## src/rtl/uart_receiver_if.sv

```systemverilog
// uart_receiver_if: received-byte handshake and status pulses between the UART receiver and its consumer
interface uart_receiver_if;
  logic [7:0] data_out;
  logic       data_out_valid;
  logic       data_out_ready;
  logic       framing_error;
  logic       overrun;
  modport master(output data_out, data_out_valid, framing_error, overrun, input data_out_ready);
  modport slave(input data_out, data_out_valid, framing_error, overrun, output data_out_ready);
endinterface

```

## src/rtl/uart_receiver.sv

```systemverilog
// uart_receiver: 8N1 LSB-first UART receiver with mid-bit sampling, glitch rejection, framing and overrun flags
module uart_receiver #(
  parameter int CLOCK_FREQ = 50_000_000,
  parameter int BAUD_RATE  = 115_200
) (
  input  logic            clk,
  input  logic            rst,
  input  logic            serial_in,
  uart_receiver_if.master rx_if
);
  localparam int SYMBOL_EDGE_TIME = CLOCK_FREQ / BAUD_RATE;
  localparam int SAMPLE_TIME      = SYMBOL_EDGE_TIME / 2;
  localparam int CW               = SYMBOL_EDGE_TIME > 1 ? $clog2(SYMBOL_EDGE_TIME) : 1;
  localparam logic [CW-1:0] SYM_LAST = CW'(SYMBOL_EDGE_TIME - 1);
  localparam logic [CW-1:0] SMP_LAST = CW'(SAMPLE_TIME - 1);
  typedef enum logic [2:0] {IDLE, START, DATA, STOP, WAIT_IDLE} state_t;
  state_t          state_q, state_d;
  logic [1:0]      sync_q, sync_d;
  logic [CW-1:0]   cnt_q, cnt_d;
  logic [2:0]      idx_q, idx_d;
  logic [7:0]      shift_q, shift_d;
  logic [7:0]      data_q, data_d;
  logic            valid_q, valid_d;
  logic            ferr_q, ferr_d;
  logic            ovr_q, ovr_d;
  logic            rx;
  logic            free;
  assign rx     = sync_q[1];
  assign sync_d = {sync_q[0], serial_in};
  // the output register can take a new byte if empty or being drained this cycle
  assign free   = ~valid_q | rx_if.data_out_ready;
  assign rx_if.data_out       = data_q;
  assign rx_if.data_out_valid = valid_q;
  assign rx_if.framing_error  = ferr_q;
  assign rx_if.overrun        = ovr_q;
  // frame sequencing, bit sampling and output-register handshake
  always_comb begin
    state_d = state_q;
    cnt_d   = cnt_q + 1'b1;
    idx_d   = idx_q;
    shift_d = shift_q;
    data_d  = data_q;
    valid_d = valid_q & ~rx_if.data_out_ready;
    ferr_d  = 1'b0;
    ovr_d   = 1'b0;
    case (state_q)
      IDLE: begin
        cnt_d   = '0;
        state_d = rx ? IDLE : START;
      end
      START: if (cnt_q == SMP_LAST) begin
        cnt_d   = '0;
        idx_d   = '0;
        state_d = rx ? IDLE : DATA;
      end
      DATA: if (cnt_q == SYM_LAST) begin
        cnt_d   = '0;
        shift_d = {rx, shift_q[7:1]};
        idx_d   = idx_q + 1'b1;
        state_d = idx_q == 3'd7 ? STOP : DATA;
      end
      STOP: if (cnt_q == SYM_LAST) begin
        cnt_d   = '0;
        state_d = rx ? IDLE : WAIT_IDLE;
        ferr_d  = ~rx;
        ovr_d   = rx & ~free;
        data_d  = rx && free ? shift_q : data_q;
        valid_d = rx && free ? 1'b1 : valid_d;
      end
      WAIT_IDLE: state_d = rx ? IDLE : WAIT_IDLE;
      default: state_d = IDLE;
    endcase
  end
  // state register with synchronous reset; synchronizer resets to the idle line level
  always_ff @(posedge clk) begin
    if (rst) begin
      state_q <= IDLE;
      sync_q  <= 2'b11;
      cnt_q   <= '0;
      idx_q   <= '0;
      shift_q <= '0;
      data_q  <= '0;
      valid_q <= 1'b0;
      ferr_q  <= 1'b0;
      ovr_q   <= 1'b0;
    end else begin
      state_q <= state_d;
      sync_q  <= sync_d;
      cnt_q   <= cnt_d;
      idx_q   <= idx_d;
      shift_q <= shift_d;
      data_q  <= data_d;
      valid_q <= valid_d;
      ferr_q  <= ferr_d;
      ovr_q   <= ovr_d;
    end
  end
endmodule

```

## src/flat_wrapper.sv

```systemverilog
// flat-port wrapper written by rule: the top's interface ports become plain ports
module uart_receiver_flat 
#(
  parameter int CLOCK_FREQ = 50_000_000,
  parameter int BAUD_RATE  = 115_200
)
  (clk, rst, serial_in, rx_if_data_out, rx_if_data_out_valid, rx_if_framing_error, rx_if_overrun, rx_if_data_out_ready);
  uart_receiver_if rx_if_i ();
  input  logic clk;
  input  logic rst;
  input  logic serial_in;
  output wire logic [$bits(rx_if_i.data_out)-1:0] rx_if_data_out;
  output wire logic [$bits(rx_if_i.data_out_valid)-1:0] rx_if_data_out_valid;
  output wire logic [$bits(rx_if_i.framing_error)-1:0] rx_if_framing_error;
  output wire logic [$bits(rx_if_i.overrun)-1:0] rx_if_overrun;
  input wire logic [$bits(rx_if_i.data_out_ready)-1:0] rx_if_data_out_ready;
  assign rx_if_data_out = rx_if_i.data_out;
  assign rx_if_data_out_valid = rx_if_i.data_out_valid;
  assign rx_if_framing_error = rx_if_i.framing_error;
  assign rx_if_overrun = rx_if_i.overrun;
  assign rx_if_i.data_out_ready = rx_if_data_out_ready;
  uart_receiver #(.CLOCK_FREQ(CLOCK_FREQ), .BAUD_RATE(BAUD_RATE)) u_core (.clk(clk), .rst(rst), .serial_in(serial_in), .rx_if(rx_if_i));
endmodule
```

## config.mk

```make
export PLATFORM = sky130hd
export DESIGN_NAME = uart_receiver_flat
export DESIGN_NICKNAME = d
export VERILOG_FILES = /design/src/rtl/uart_receiver_if.sv /design/src/rtl/uart_receiver.sv /design/src/flat_wrapper.sv
export SDC_FILE = /design/constraint.sdc
export NUM_CORES = 1
export LEC_CHECK = 0
export ABC_AREA = 1
export CORE_MARGIN = 5
export CORE_UTILIZATION = 40
export CTS_BUF_LIST = sky130_fd_sc_hd__clkbuf_4 sky130_fd_sc_hd__clkbuf_8
export CTS_CLUSTER_DIAMETER = 100
export DETAILED_ROUTE_END_ITERATION = 16
export MAX_ROUTING_LAYER = met4
export SLEW_MARGIN = 20
export SYNTH_ARGS = -nofsm -noshare
export SYNTH_HDL_FRONTEND = slang
export SYNTH_SLANG_ARGS = --single-unit
```

## constraint.sdc

```tcl
create_clock -name clk -period 1.8 [get_ports clk]
set_clock_uncertainty 0.2 [all_clocks]
set_input_delay 0.18 -clock clk [delete_from_list [all_inputs] [get_ports clk]]
set_output_delay 0.18 -clock clk [all_outputs]
set_load 0.005 [all_outputs]
```

==> impl_results.md, run 1 <==
* Mean post-synth cell area at a little under 8 um^2
* Via count at 1255
* Yosys warns at 0
* Area post-placement at 1780 um^2
* Yosys top cell by area: dfxtp_1
* Synth async-reset ratio at 0%
* Post-synthesis cell area at 1570 um^2
* Status: finished clean
* Synthesized Nets at roughly 210
* DRT iter0 DRCs at 63
* CP Capture Type: register
* Core region area at 3720 um^2
* Most frequent cell after synthesis: nand2_1
* Slew @ Worst Pin at 0.271 ns
* DR pass1 iterations at 4
* Crit Reg-Reg Startpoint: u_core.cnt_q[0]
* Sequential share of the synthesized area at 46.0%
* Internal Power at 0.00130 W
* Sequence of cells on the critical path: ha_1, nand2_1, nor2_4, nand2_4, clkinv_4, nand2_2, nand2_1, a21oi_1
* H-tree lvl count at 2
* Worst skew pair latency at 0.28 ns
* Max Cap Violations at 0
* Setup WS pre-CTS at about 0.048 ns
* Total grt overflow at 0
* Critical Path RT at about 1.8 ns
* Final worst-path cycle share at 93.5%
* Sequential Power Share at 47.8%
* Peak supply drop at 569 uV
* Number of setup violations in the final report at 0
* Fin Setup TNS at 0 ns
* Final Power at ~0.0019 W
* Worst EP arrival at 1.65 ns
* Slew Limit Headroom at 81.8%
* Syn-to-layout area delta at 20.1%
* Crit Path Max Fanout at 18
* Final HPWL DP at 2.20 mm
* P_sw at 0.000567 W
* Pins Over Slew Limit at 0
* Initial core utilization at a little over two fifths
* Setup Fix Bufs, Post-CTS at 0
* Final hold violation count at 0
* Worst Setup EP: u_core.rx_if.data_out[6]
* Share of post-route cells with drive strength above 1 at 14.1%
* Leakage power at 0.691 nW
* Avg WL per Cell at between 10 and 15 um
* Num CTS Buffers at 5
* Fin Hold WS at 0.235 ns
* Reg2Reg Capture Point: u_core.rx_if.data_out[6]
* Full die area at 5270 um^2
* Clock tree sinks at 36
* Largest net degree at the start of global routing at 19
* Root Driver: clkbuf_8
* Combinational power share at 20.3%
* Dominant synthesized flop cell: dfxtp_1
* Largest cells by area after synthesis: dfxtp_1 (46%), nand2_1 (9.1%), a21oi_1 (6.7%)
* Clk pin slew, worst setup/hold paths at 0.07 ns
* Slowest CP cell: dfxtp_1
* Total global-route track usage at 12.3%
* HP Class: register to register
* Antenna violations before repair at 0
* Part of the power in the clock network at 31.9%
* Critical path's most frequent cell: nand2_1
* Crit-path max cell delay at 0.40 ns
* Antenna-violating nets left at 0
* I/O pins at 15
* Setup crit start kind: register
* Height of the die at 72.6 um
* Number of global-route vias before repair at 1266
* Seq cells post-synth at 36
* Final WS setup at 0.116 ns
* Worst-case reg-to-reg path depth at 8
* Vias per cell at 4.68
* First-pass GRT wire length at 5.14 mm
* Fmax at slightly below 600 MHz
* Post-synth EDFFs at 0
* Nets@finish at 228
* Post-synthesis cell type count at 29
* Syn Inst Count at 198
* IO Port Bufs at 14
* Placer Congestion at ~0.80
* Design area at 1880 um^2
* Total wire length at 2.92 mm
* CP Launch Point: u_core.cnt_q[0]
* Switching part of the total at 30.3%
* Tmin final at around 1.7 ns
* Ant. Diodes at 0
* Power density cells at 994 nW/um^2
* Post-synth top cells: nand2_1 (38), dfxtp_1 (36), a21oi_1 (21), nand3_1 (21), nor2_1 (18)
* Horiz. Die Dim at 72.6 um
* DRC violations left at 0
* R2R setup slack at ~0.12 ns
* Top cell type's share of synthesized area at between 40% and 50%
* CTS tree: yes
* # rows at 22
* Clock Tree Buf Depth at 2
* Setup CP Type: register to register
==> cell families after synthesis <==
| group | synth area share (%) |
|---|---|
| AO/OA/AOI/OAI | 8.47 |
| XOR/XNOR | 3.91 |
| adder cells (fa/ha/maj) | 3.99 |
| buffers and inverters | 7.11 |
| flip-flops | 46.0 |
| AND/OR/NAND/NOR | 30.5 |
==> cell type report <==
type                    instances  area [um^2]
multi-input cells             136          742
repair buffers                 19          178
inverters                      21         83.8
well taps                      48         60.1
flip-flops and latches         36          721
clock inverters                 1         7.51
clock buffers                   7         90.1
fillers                       367         1830
==> worst min-delay path by stage <==
stage / from / slack, ns / to / cells past startpoint
5_1_grt: u_core.sync_q[0] / 0.23 / u_core.sync_q[1] / 1
4_1_cts: u_core.sync_q[0] / 0.24 / u_core.sync_q[1] / 1
3_5_place_dp: u_core.sync_q[0] / 0.22 / u_core.sync_q[1] / 1
2_1_floorplan: serial_in / 0.08 / u_core.sync_q[0] / 1
6_report: u_core.sync_q[0] / 0.24 / u_core.sync_q[1] / 1
3_3_place_gp: u_core.sync_q[0] / 0.20 / u_core.sync_q[1] / 1
==> state kept, by name, indices dropped and copies added, names as in the netlist <==
signal / cells
u_core.rx_if.framing_error: 1
u_core.rx_if.data_out: 8
u_core.state_q: 3
u_core.rx_if.data_out_valid: 1
u_core.idx_q: 3
u_core.rx_if.overrun: 1
u_core.cnt_q: 9
u_core.sync_q: 2
u_core.shift_q: 8
==> per-layer routing <==
metal / vias to the layer above / GRT usage [%] / wire length, um
met1: 553 / 14.6 / 1460
met4: 0 / 5.33 / 37
met2: 19 / 20.2 / 1310
li1: 678 / - / -
met5: - / - / 0
met3: 5 / 2.48 / 106
==> stage by stage <==
| step | cells | util, % |
|---|---|---|
| after global placement | 260 | 47.8 |
| after CTS | 268 | 50.4 |
| final | 268 | 50.6 |
| after floorplan | 198 | - |
| after detailed placement | 260 | 47.8 |
| after global routing | 268 | 50.6 |
==> critical path, delay by kind of cell, from the launching register on <==
family	cells	cell delay [ns]
adder cells (fa/ha/maj)	1	0.18
flip-flops	1	0.40
AO/OA/AOI/OAI	1	0.06
buffers and inverters	1	0.12
AND/OR/NAND/NOR	5	0.60
==> timing repair <==
item | 4_1_cts | 5_1_grt
resized for setup | 0 | 3
setup endpoints to repair | 0 | 19
hold buffers | 0 | 0
==> power groups by stage <==
stage	clock network (W)	registers, W	logic, W
6_report	0.000597	0.000894	0.000380
5_1_grt	0.000644	0.000901	0.000443
4_1_cts	0.000621	0.000895	0.000374
3_5_place_dp	0	0.000914	0.000370
3_3_place_gp	0	0.000908	0.000362
2_1_floorplan	0	0.000902	0.000286
==> placed cells by master (no fill, tap or decap), drive strengths merged, types with 3 or more instances in the layout <==
| master | netlist | final |
|---|---|---|
| xor2 | 4 | 4 |
| o21ai | 4 | 4 |
| ha | 5 | 5 |
| nor3 | 6 | 6 |
| or2 | 3 | 3 |
| a21oi | 21 | 21 |
| xnor2 | 3 | 3 |
| buf | 2 | 5 |
| inv | 20 | 20 |
| nand3 | 22 | 22 |
| nand2 | 43 | 43 |
| dfxtp | 36 | 36 |
| nor2 | 21 | 21 |
| clkbuf | 3 | 7 |
| clkdlybuf4s50 | 0 | 14 |
Power figures use the tool's default switching activity.
==> run 2, diff against run 1 <==
--- a/config.mk
+++ b/config.mk
@@ -12,6 +12,7 @@
 export CTS_CLUSTER_DIAMETER = 100
 export DETAILED_ROUTE_END_ITERATION = 16
 export MAX_ROUTING_LAYER = met4
+export PLACE_DENSITY = 0.57
 export SLEW_MARGIN = 20
 export SYNTH_ARGS = -nofsm -noshare
 export SYNTH_HDL_FRONTEND = slang
==> impl_results.md, run 2 (synthesis results as in run 1) <==
* Core region area at 3720 um^2
* Nets@finish at 229
* Area post-placement at 1780 um^2
* Switching part of the total at between 20 and 30%
* P_sw at 0.000579 W
* Final HPWL DP at 2.27 mm
* Tmin final at 1.63 ns
* Most common cell after layout, fill and taps aside: nand2_1
* CTS tree: yes
* Post-cts repair resize count at 0
* Most frequent cells in the layout: nand2_1 (38), dfxtp_1 (35), nand3_1 (21), a21oi_1 (21), nor2_1 (18)
* DR pass1 iterations at 4
* Total wire length at ~3.0 mm
* DRC violations left at 0
* Setup CP Type: register to register
* Status: finished clean
* Syn-to-layout area delta at 21.7%
* Final WS setup at 0.168 ns
* Vias per cell at approximately 4.8
* First-pass GRT wire length at 5.30 mm
* Worst-case reg-to-reg path depth at 11
* Antenna-violating nets left at 0
* Pins Over Slew Limit at 0
* Combinational power share at approximately a fifth
* Number of setup violations in the final report at 0
* Full die area at 5270 um^2
* Placer Congestion at 0.784
* Met2 usage at 21.4%
* Number of global-route vias before repair at 1252
* Sequential Power Share at 45.2%
* Fin Setup TNS at 0 ns
* Fmax at 613 MHz
* Via count at 1287
* Design area at 1910 um^2
* Setup Fix Bufs, Post-CTS at 0
* DRT iter0 DRCs at 45
* I/O pins at 15
* Initial core utilization at 42.2%
* Clk pin slew, worst setup/hold paths at 0.07 ns
* Met3 Usage GRT at 4.13%
* H-tree lvl count at 2
* Largest net degree at the start of global routing at 19
* Critical Path RT at 1.78 ns
* Num CTS Buffers at 5
* Slew Limit Headroom at 78.3%
* Leakage power at 0.707 nW
* Largest register FFs at 9
* Reg with most FFs: u_core.cnt_q
* Setup WS pre-CTS at 0.123 ns
* Clock Tree Buf Depth at 2
* Crit Path Max Fanout at 5
* Root Driver: clkbuf_8
* Worst skew pair latency at 0.29 ns
* Total grt overflow at 0
* CP Capture Type: register
* CTS Hold Bufs at 0
* IO Port Bufs at 14
* Internal Power at 0.00140 W
* Worst hold path cell count at 1
* Share of post-route cells with drive strength above 1 at ~15%
* Final worst-path cycle share at 90.7%
* Part of the power in the clock network at 35.2%
* Avg WL per Cell at 11.1 um
* # rows at 22
* Height of the die at about 73 um
* Power density cells at 1040 nW/um^2
* Worst EP arrival at 1.62 ns
* Ant. Diodes at 0
* Clock tree sinks at 36
* Setup crit start kind: register
* Slew @ Worst Pin at ~0.32 ns
* Peak supply drop at 548 uV
* Unrepaired setup endpoints after global routing: no
* HP Class: register to register
* Gr busiest metal: met2
* Horiz. Die Dim at 72.6 um
* R2R setup slack at 0.17 ns
* Total global-route track usage at between 10% and 20%
* Max Cap Violations at 0
* Antenna violations before repair at 0
* Final hold violation count at 0
* GRT met1 Usage at 15.0%
## run 2: cell count changes in the layout (fill, tap and decap cells not counted)
cell	previous run	this run
bufinv_16	0	1
buf_4	5	6
clkbuf_8	6	5
nand2_2	5	4
nor3_2	1	2
clkinv_2	0	1
nand2_1	37	38
dfxtp_1	36	35
nor3_1	4	3
clkbuf_4	1	0
dfxtp_2	0	1
## run 2: layer usage
| layer | share of wire, % | vias to the layer above |
|---|---|---|
| li1 | - | 682 |
| met1 | 45 | 584 |
| met2 | 49 | 15 |
| met3 | 4.0 | 6 |
| met4 | 1.8 | 0 |
| met5 | 0 | - |
## run 2: final cells by class
| type | count | area (um^2) |
|---|---|---|
| sequential | 36 | 722 |
| multi-input combinational | 136 | 744 |
| tap | 48 | 60.1 |
| clock inverter | 3 | 42.5 |
| timing repair buffer | 20 | 185 |
| fill | 360 | 1810 |
| clock buffer | 5 | 68.8 |
| inverter | 21 | 83.8 |
## run 2: path summary, 6_finish.rpt
check,startpoint,endpoint
setup reg to reg,u_core.cnt_q[1],u_core.idx_q[2]
hold / removal,u_core.sync_q[0],u_core.sync_q[1]
hold reg to reg,u_core.sync_q[0],u_core.sync_q[1]
setup / recovery,u_core.cnt_q[1],u_core.idx_q[2]
## run 2: power by group through the flow
stage	clock network, W	registers, W	logic (W)
2_1_floorplan	0	0.000902	0.000286
3_3_place_gp	0	0.000908	0.000370
3_5_place_dp	0	0.000910	0.000386
4_1_cts	0.000722	0.000892	0.000388
5_1_grt	0.000751	0.000901	0.000452
6_report	0.000696	0.000893	0.000388
## run 2: through the flow
stage / utilization, % / hold slack (ns) / instances / power, W
after CTS: 51.0 / 0.224 / 269 / 0.00200
after global routing: 51.3 / 0.241 / 269 / 0.00210
after floorplan: - / 0.0838 / 198 / 0.00119
after global placement: 48.0 / 0.200 / 261 / 0.00128
after detailed placement: 48.0 / 0.203 / 261 / 0.00130
final: 51.3 / 0.220 / 269 / 0.00198
## run 2: worst max-delay path, cell delays in order, from the launching register on
cell	delay, ns
dfxtp_1	0.36
inv_1	0.08
ha_1	0.19
nand2_1	0.08
nor3_2	0.04
nand2_1	0.11
nand2_1	0.10
buf_4	0.16
nand2_1	0.08
nand2_1	0.05
nand2_1	0.05
nor2_1	0.04
